<file path="src/rtl/traffic_pkg.sv">
// Shared state encoding, lamp codes and phase-timer sizing for the crossing
// controller and the lamp drivers that share its buses.
package traffic_pkg;

  localparam int TMR_W = 5;

  typedef enum logic [2:0] {
    GREEN     = 3'd0,
    YELLOW    = 3'd1,
    ALLRED1   = 3'd2,
    WALK      = 3'd3,
    PED_CLEAR = 3'd4,
    ALLRED2   = 3'd5,
    FLASH     = 3'd6
  } state_t;

  localparam logic [2:0] TRAF_RED    = 3'b001;
  localparam logic [2:0] TRAF_YELLOW = 3'b010;
  localparam logic [2:0] TRAF_GREEN  = 3'b100;
  localparam logic [2:0] TRAF_DARK   = 3'b000;

  localparam logic [1:0] PED_GREEN = 2'b01;
  localparam logic [1:0] PED_RED   = 2'b10;
  localparam logic [1:0] PED_DARK  = 2'b00;

  function automatic logic t_legal(input int t);
    return (t >= 1) && (t <= 31);
  endfunction

  // A phase of T ticks loads T-1 and leaves when the count reaches zero.
  function automatic logic [TMR_W-1:0] tmr_ld(input int t);
    return TMR_W'(t - 1);
  endfunction

endpackage

</file>
<file path="src/rtl/crossing_controller_if.sv">
// Push-button / maintenance inputs and lamp outputs of the crossing controller.
interface crossing_controller_if;
  logic       ped_req;
  logic       flash_en;
  logic [2:0] traf_state;
  logic [1:0] ped_state;
  logic       req_pending;

  modport master (output ped_req, flash_en, input traf_state, ped_state, req_pending);
  modport slave  (input ped_req, flash_en, output traf_state, ped_state, req_pending);
endinterface

</file>
<file path="src/rtl/phase_timer.sv">
// Loadable down-counter timing each phase; saturates at zero.
module phase_timer
  import traffic_pkg::*;
#(
  parameter logic [TMR_W-1:0] RST_VAL = '0
) (
  input  logic             clk_1Hz,
  input  logic             rst_n,
  input  logic             load,
  input  logic [TMR_W-1:0] load_val,
  output logic             zero
);

  logic [TMR_W-1:0] cnt;

  always_ff @(posedge clk_1Hz or negedge rst_n) begin
    if (!rst_n)          cnt <= RST_VAL;
    else if (load)       cnt <= load_val;
    else if (cnt != '0)  cnt <= cnt - 1'b1;
  end

  assign zero = (cnt == '0);

endmodule

</file>
<file path="src/rtl/crossing_controller.sv">
// Demand-actuated mid-block pedestrian crossing: minimum green, request latch,
// stop/walk/clearance sequence and a maintenance flashing mode.
module crossing_controller
  import traffic_pkg::*;
#(
  parameter int T_MIN_GREEN = 10,
  parameter int T_YELLOW    = 2,
  parameter int T_ALLRED    = 1,
  parameter int T_WALK      = 8,
  parameter int T_CLEAR     = 4
) (
  input  logic                 clk_1Hz,
  input  logic                 rst_n,
  crossing_controller_if.slave bus
);

  localparam logic [TMR_W-1:0] LD_GREEN  = tmr_ld(T_MIN_GREEN);
  localparam logic [TMR_W-1:0] LD_YELLOW = tmr_ld(T_YELLOW);
  localparam logic [TMR_W-1:0] LD_ALLRED = tmr_ld(T_ALLRED);
  localparam logic [TMR_W-1:0] LD_WALK   = tmr_ld(T_WALK);
  localparam logic [TMR_W-1:0] LD_CLEAR  = tmr_ld(T_CLEAR);
  localparam bit T_OK = t_legal(T_MIN_GREEN) && t_legal(T_YELLOW) && t_legal(T_ALLRED)
                     && t_legal(T_WALK) && t_legal(T_CLEAR);

  state_t           state, nxt;
  logic             req_pending, blink;
  logic             ld, tmr_zero;
  logic [TMR_W-1:0] ld_val;
  logic [2:0]       traf;
  logic [1:0]       ped;

  phase_timer #(.RST_VAL(LD_ALLRED)) u_timer (
    .clk_1Hz  (clk_1Hz),
    .rst_n    (rst_n),
    .load     (ld),
    .load_val (ld_val),
    .zero     (tmr_zero)
  );

  always_comb begin
    nxt    = state;
    ld     = 1'b0;
    ld_val = '0;
    case (state)
      GREEN:     if (tmr_zero && (bus.flash_en || req_pending)) begin
                   nxt = YELLOW;    ld = 1'b1; ld_val = LD_YELLOW;
                 end
      YELLOW:    if (tmr_zero) begin nxt = ALLRED1; ld = 1'b1; ld_val = LD_ALLRED; end
      ALLRED1:   if (tmr_zero) begin
                   // Maintenance takes priority over a waiting pedestrian.
                   if (bus.flash_en) nxt = FLASH;
                   else begin nxt = WALK; ld = 1'b1; ld_val = LD_WALK; end
                 end
      WALK:      if (tmr_zero) begin nxt = PED_CLEAR; ld = 1'b1; ld_val = LD_CLEAR; end
      PED_CLEAR: if (tmr_zero) begin nxt = ALLRED2;   ld = 1'b1; ld_val = LD_ALLRED; end
      ALLRED2:   if (tmr_zero) begin nxt = GREEN;     ld = 1'b1; ld_val = LD_GREEN; end
      FLASH:     if (!bus.flash_en) begin nxt = ALLRED2; ld = 1'b1; ld_val = LD_ALLRED; end
      default:   begin nxt = ALLRED2; ld = 1'b1; ld_val = LD_ALLRED; end
    endcase
  end

  always_ff @(posedge clk_1Hz or negedge rst_n) begin
    if (!rst_n) begin
      state       <= ALLRED2;
      req_pending <= 1'b0;
      blink       <= 1'b1;
    end else begin
      state <= nxt;
      // Entering WALK serves the request; a press on that same edge is absorbed.
      if (state == FLASH || (state == ALLRED1 && nxt == WALK))
        req_pending <= 1'b0;
      else if (state != WALK && bus.ped_req)
        req_pending <= 1'b1;
      if ((nxt == PED_CLEAR || nxt == FLASH) && nxt != state)
        blink <= 1'b1;
      else if (state == PED_CLEAR || state == FLASH)
        blink <= ~blink;
    end
  end

  always_comb begin
    traf = TRAF_RED;
    ped  = PED_RED;
    case (state)
      GREEN:     traf = TRAF_GREEN;
      YELLOW:    traf = TRAF_YELLOW;
      WALK:      ped  = PED_GREEN;
      PED_CLEAR: ped  = blink ? PED_RED : PED_DARK;
      FLASH:     begin traf = blink ? TRAF_YELLOW : TRAF_DARK; ped = PED_DARK; end
      default:   ;
    endcase
  end

  assign bus.traf_state  = traf;
  assign bus.ped_state   = ped;
  assign bus.req_pending = req_pending;

  param_range_chk: assert property (@(posedge clk_1Hz) T_OK)
    else $error("crossing_controller: timing parameter outside 1..31");

endmodule

</file>
<file path="src/flat_wrapper.sv">
// flat-port wrapper written by rule: the top's interface ports become plain ports
module crossing_controller_flat import traffic_pkg::*;
#(
  parameter int T_MIN_GREEN = 10,
  parameter int T_YELLOW    = 2,
  parameter int T_ALLRED    = 1,
  parameter int T_WALK      = 8,
  parameter int T_CLEAR     = 4
)
  (clk_1Hz, rst_n, bus_ped_req, bus_flash_en, bus_traf_state, bus_ped_state, bus_req_pending);
  crossing_controller_if bus_i ();
  input  logic clk_1Hz;
  input  logic rst_n;
  input wire logic [$bits(bus_i.ped_req)-1:0] bus_ped_req;
  input wire logic [$bits(bus_i.flash_en)-1:0] bus_flash_en;
  output wire logic [$bits(bus_i.traf_state)-1:0] bus_traf_state;
  output wire logic [$bits(bus_i.ped_state)-1:0] bus_ped_state;
  output wire logic [$bits(bus_i.req_pending)-1:0] bus_req_pending;
  assign bus_i.ped_req = bus_ped_req;
  assign bus_i.flash_en = bus_flash_en;
  assign bus_traf_state = bus_i.traf_state;
  assign bus_ped_state = bus_i.ped_state;
  assign bus_req_pending = bus_i.req_pending;
  crossing_controller #(.T_MIN_GREEN(T_MIN_GREEN), .T_YELLOW(T_YELLOW), .T_ALLRED(T_ALLRED), .T_WALK(T_WALK), .T_CLEAR(T_CLEAR)) u_core (.clk_1Hz(clk_1Hz), .rst_n(rst_n), .bus(bus_i));
endmodule
</file>
<file path="config.mk">
export PLATFORM = sky130hd
export DESIGN_NAME = crossing_controller_flat
export DESIGN_NICKNAME = d
export VERILOG_FILES = /design/src/rtl/traffic_pkg.sv /design/src/rtl/crossing_controller_if.sv /design/src/rtl/phase_timer.sv /design/src/rtl/crossing_controller.sv /design/src/flat_wrapper.sv
export SDC_FILE = /design/constraint.sdc
export NUM_CORES = 1
export LEC_CHECK = 0
export ABC_CLOCK_PERIOD_IN_PS = 1400
export BUFFER_PORTS_ARGS = -buffer_cell sky130_fd_sc_hd__buf_4
export CORE_MARGIN = 2
export CORE_UTILIZATION = 25
export CTS_CLUSTER_SIZE = 28
export DETAILED_ROUTE_END_ITERATION = 16
export GPL_ROUTABILITY_DRIVEN = 1
export PLACE_DENSITY = 0.5
export SLEW_MARGIN = 20
export SYNTH_ARGS = -nofsm -noshare
export SYNTH_HDL_FRONTEND = slang
export SYNTH_SLANG_ARGS = --single-unit
</file>
<file path="constraint.sdc">
create_clock -name clk_1Hz -period 1.4 [get_ports clk_1Hz]
set_input_delay 0.14 -clock clk_1Hz [delete_from_list [all_inputs] [get_ports clk_1Hz]]
set_output_delay 0.14 -clock clk_1Hz [all_outputs]
set_load 0.02 [all_outputs]
</file>
==> results.yml <==
setup_path:
  critical-path-top-delay-family: "buffers and inverters"
  cp-start-kind: "flop"
  cp.required_ps: 1570
  arrival_ps: 1800
  worstPathMaxFanout: 3
  cpPeakStageDelay_ps: 400
  critPathBufInv: 3
  end_kind: "flop"
  critical_path_class: "reg -> reg"
  worst_path_max_delay_cell: "dfrtp_1"
  cp_common_cell: "buf_4"
  cp_cell_sequence: "inv_2, ha_4, nor4b_4, buf_4, a21oi_2, a211oi_2, buf_4, o31ai_2"
die:
  die-area_mm2: 0.003328
  die_h_um: 57.69
  rows: 19
  core_mm2: 0.002758
  ioPinCount: 10
  die_x_um: 57.69
  initial_utilization_pct: 26.13
clocking:
  cts_sinks: 10
  cts_tree: "yes"
  insertion_delay_ps: 280
  cts_root_buf: "clkbuf_4"
  cts.clk_slew.worst_paths_ps: 80
  cts_made_buffers: 3
  cts_buffer_depth: 2
  htree_levels: 1
detailed_routing:
  finalWirelength_mm: 2.011
  via_count: 750
  postRouteAntennaNets: 0
  dr.pass1.iters: 4
  drc_errors: 0
  drt_iter0_markers: 10
  vias_per_cell: 5.034
  routedWlPerCell_um: 13.50
layout:
  drive_gt1_share_pct: 57.63
  regArea_um2: 255.2
  multiInputGateArea_um2: 503.0
  antenna_cells: 0
  syn2layout_area_growth_pct: 61.81
  finalNonFillerCells: 149
  nets: 125
  fill_cells: 292
sta:
  final_max_slew_viol_count: 0
  worstMarginPinSlew_ps: 261.4
  rsz0062_at_grt: "true"
  setup_viol: 13
  finalWorstSetupSlack_ps: -232.9
  final_hold_viol_count: 0
  period_needed_ps: 1633
  slew_headroom_pct: 82.46
  fin_tns_setup_ps: -1445
  fmax_mhz: 612.4
  timing.final.crit_share_pct: 116.6
  finClkSkew_ps: 7.450
  holdWs_ps: 133.3
job:
  maxCapViolCount: 0
power_and_ir_drop:
  peakVddDrop_uv: 1350
  total_leakage_power_uw: 0.0004683
  power_density_mw_per_mm2: 2295
global_routing:
  grt_pass1_vias: 732
  grt_use_total_pct: 13.46
  globalRouteOverflowTotal: 0
  grt_pass1_wl_mm: 3.346
  antenna_found_initial: 0
  grt_max_degree: 19
synthesis:
  synth_area_per_cell_um2: 8.479
  synthDistinctLibCells: 33
  syn_nets: 91
  ys.warnings.count: 0
  synthCells: 85
  synth-seq-cells: 10
  synth_edf_count: 0
  async_reset_ff_share_pct: 100.0
  seq_area_frac_synth_pct: 35.24
  synth_area_um2: 720.7
  synth_ff_type: "dfrtp_1"
outcome:
  status: "finished, violations left"
  violations: "negative setup slack"
placed_design:
  place_congestion: 0.8226
  portBuffers: 9
  placed_cells: 131
  post-place-ws_ps: -219.2
  dp_hpwl_mm: 1.332
hold_path:
  holdCritPathClass: "in -> reg"
## cells by family after synthesis
logic type,Yosys count,share of synthesized area [%]
AOI/OAI and AO/OA,27,25.00
xor gates and xnor gates,4,4.861
adders and majority gates,2,3.472
buffers and inverters,11,7.117
DFF,10,35.24
muxes,1,1.389
and+or+nand+nor,30,22.92
## worst reg2reg max path, stage by stage, from the launching register on
cell      delay [ps]
dfrtp_1          400
inv_2             80
ha_4             120
nor4b_4          190
buf_4            170
a21oi_2           50
a211oi_2         270
buf_4            170
o31ai_2           60
## final timing paths
check,from,slack [ps],to,cells after the start
hold / removal,bus_ped_req,130,u_core.bus.req_pending,2
setup reg to reg,u_core.u_timer.cnt[0],-230,u_core.u_timer.cnt[2],8
setup / recovery,u_core.u_timer.cnt[0],-230,u_core.u_timer.cnt[2],8
hold reg to reg,u_core.blink,570,u_core.blink,2
max in group asynchronous,rst_n,940,u_core.state[2],2
min in group asynchronous,rst_n,220,u_core.u_timer.cnt[0],2
## flip-flops by register name, indices dropped and copies added (netlist names)
name / cells
u_core.u_timer.cnt: 5
u_core.state: 3
u_core.bus.req_pending: 1
u_core.blink: 1
## per-layer routing
| layer | GRT usage (%) | share of wire, % |
|---|---|---|
| met3 | 4.911 | 5.0 |
| met2 | 23.05 | 49 |
| met1 | 16.13 | 45 |
| met4 | 2.990 | 0.60 |
| met5 | 0 | 0 |
## metrics by stage
| stage | util (%) | instance area, µm² | power [µW] |
|---|---|---|---|
| 2_1_floorplan | - | 755.7 | 1472 |
| 3_3_place_gp | 33.71 | 929.6 | 1980 |
| 3_5_place_dp | 33.71 | 929.6 | 2001 |
| 4_1_cts | 41.11 | 1134 | 2571 |
| 5_1_grt | 42.29 | 1166 | 2872 |
| 6_report | 42.29 | 1166 | 2676 |
## what timing repair did
item / 4_1_cts / 5_1_grt
hold endpoints to repair: 10 / 0
setup buffers: 13 / 2
setup endpoints to repair: 14 / 15
hold buffers: 1 / 0
gates resized for setup: 26 / 9
pin swaps: 11 / 7
## cell usage after synthesis (2+ instances only)
cell,instances,area (µm²)
dfrtp_1,7,175.2
inv_1,4,15.01
o31ai_1,2,15.01
dfstp_2,3,78.83
a21oi_1,10,50.05
clkbuf_1,3,11.26
a31oi_1,2,12.51
ha_1,2,25.02
xnor2_1,4,35.03
nand2_1,9,33.78
or3_1,2,12.51
nand3_1,2,10.01
nor2_1,7,26.28
o21ai_0,5,25.02
buf_2,2,10.01
nor3_1,4,20.02
## cell type report
class,count,share of cell area (%)
Inverter,4,1.717
Multi-Input combinational cell,64,43.13
Clock buffer,4,2.253
Timing Repair Buffer,36,27.68
Tap cell,31,3.326
Sequential cell,10,21.89
## power by group
group / leakage (µW) / total (µW) / switching [µW] / internal, µW
sequential: 0.000111 / 600 / 147 / 453
clock: 0.0000150 / 230 / 119 / 111
combinational: 0.000342 / 1850 / 891 / 956
total: 0.000468 / 2680 / 1160 / 1520
## layout by cell type, fill, tap and decap left out, drive strengths merged
master       synthesis  final
dlygate4sd3          0      1
a31oi                2      2
nand2b               1      1
o221a                1      1
o21ai                5      5
nor4                 1      1
nor3                 4      4
a211oi               2      2
a21oi               11     11
a311oi               1      1
clkbuf               3      4
nor2                 7      7
or4                  2      2
or3                  2      2
dfstp                3      3
buf                  4     35
o31ai                3      3
inv                  4      4
and2b                1      1
nor4b                1      1
mux2i                1      1
a22o                 1      1
ha                   2      2
o21a                 1      1
xnor2                4      4
nand2                9      9
dfrtp                7      7
nand3                2      2
No activity file was read; power rests on OpenSTA's default activity.
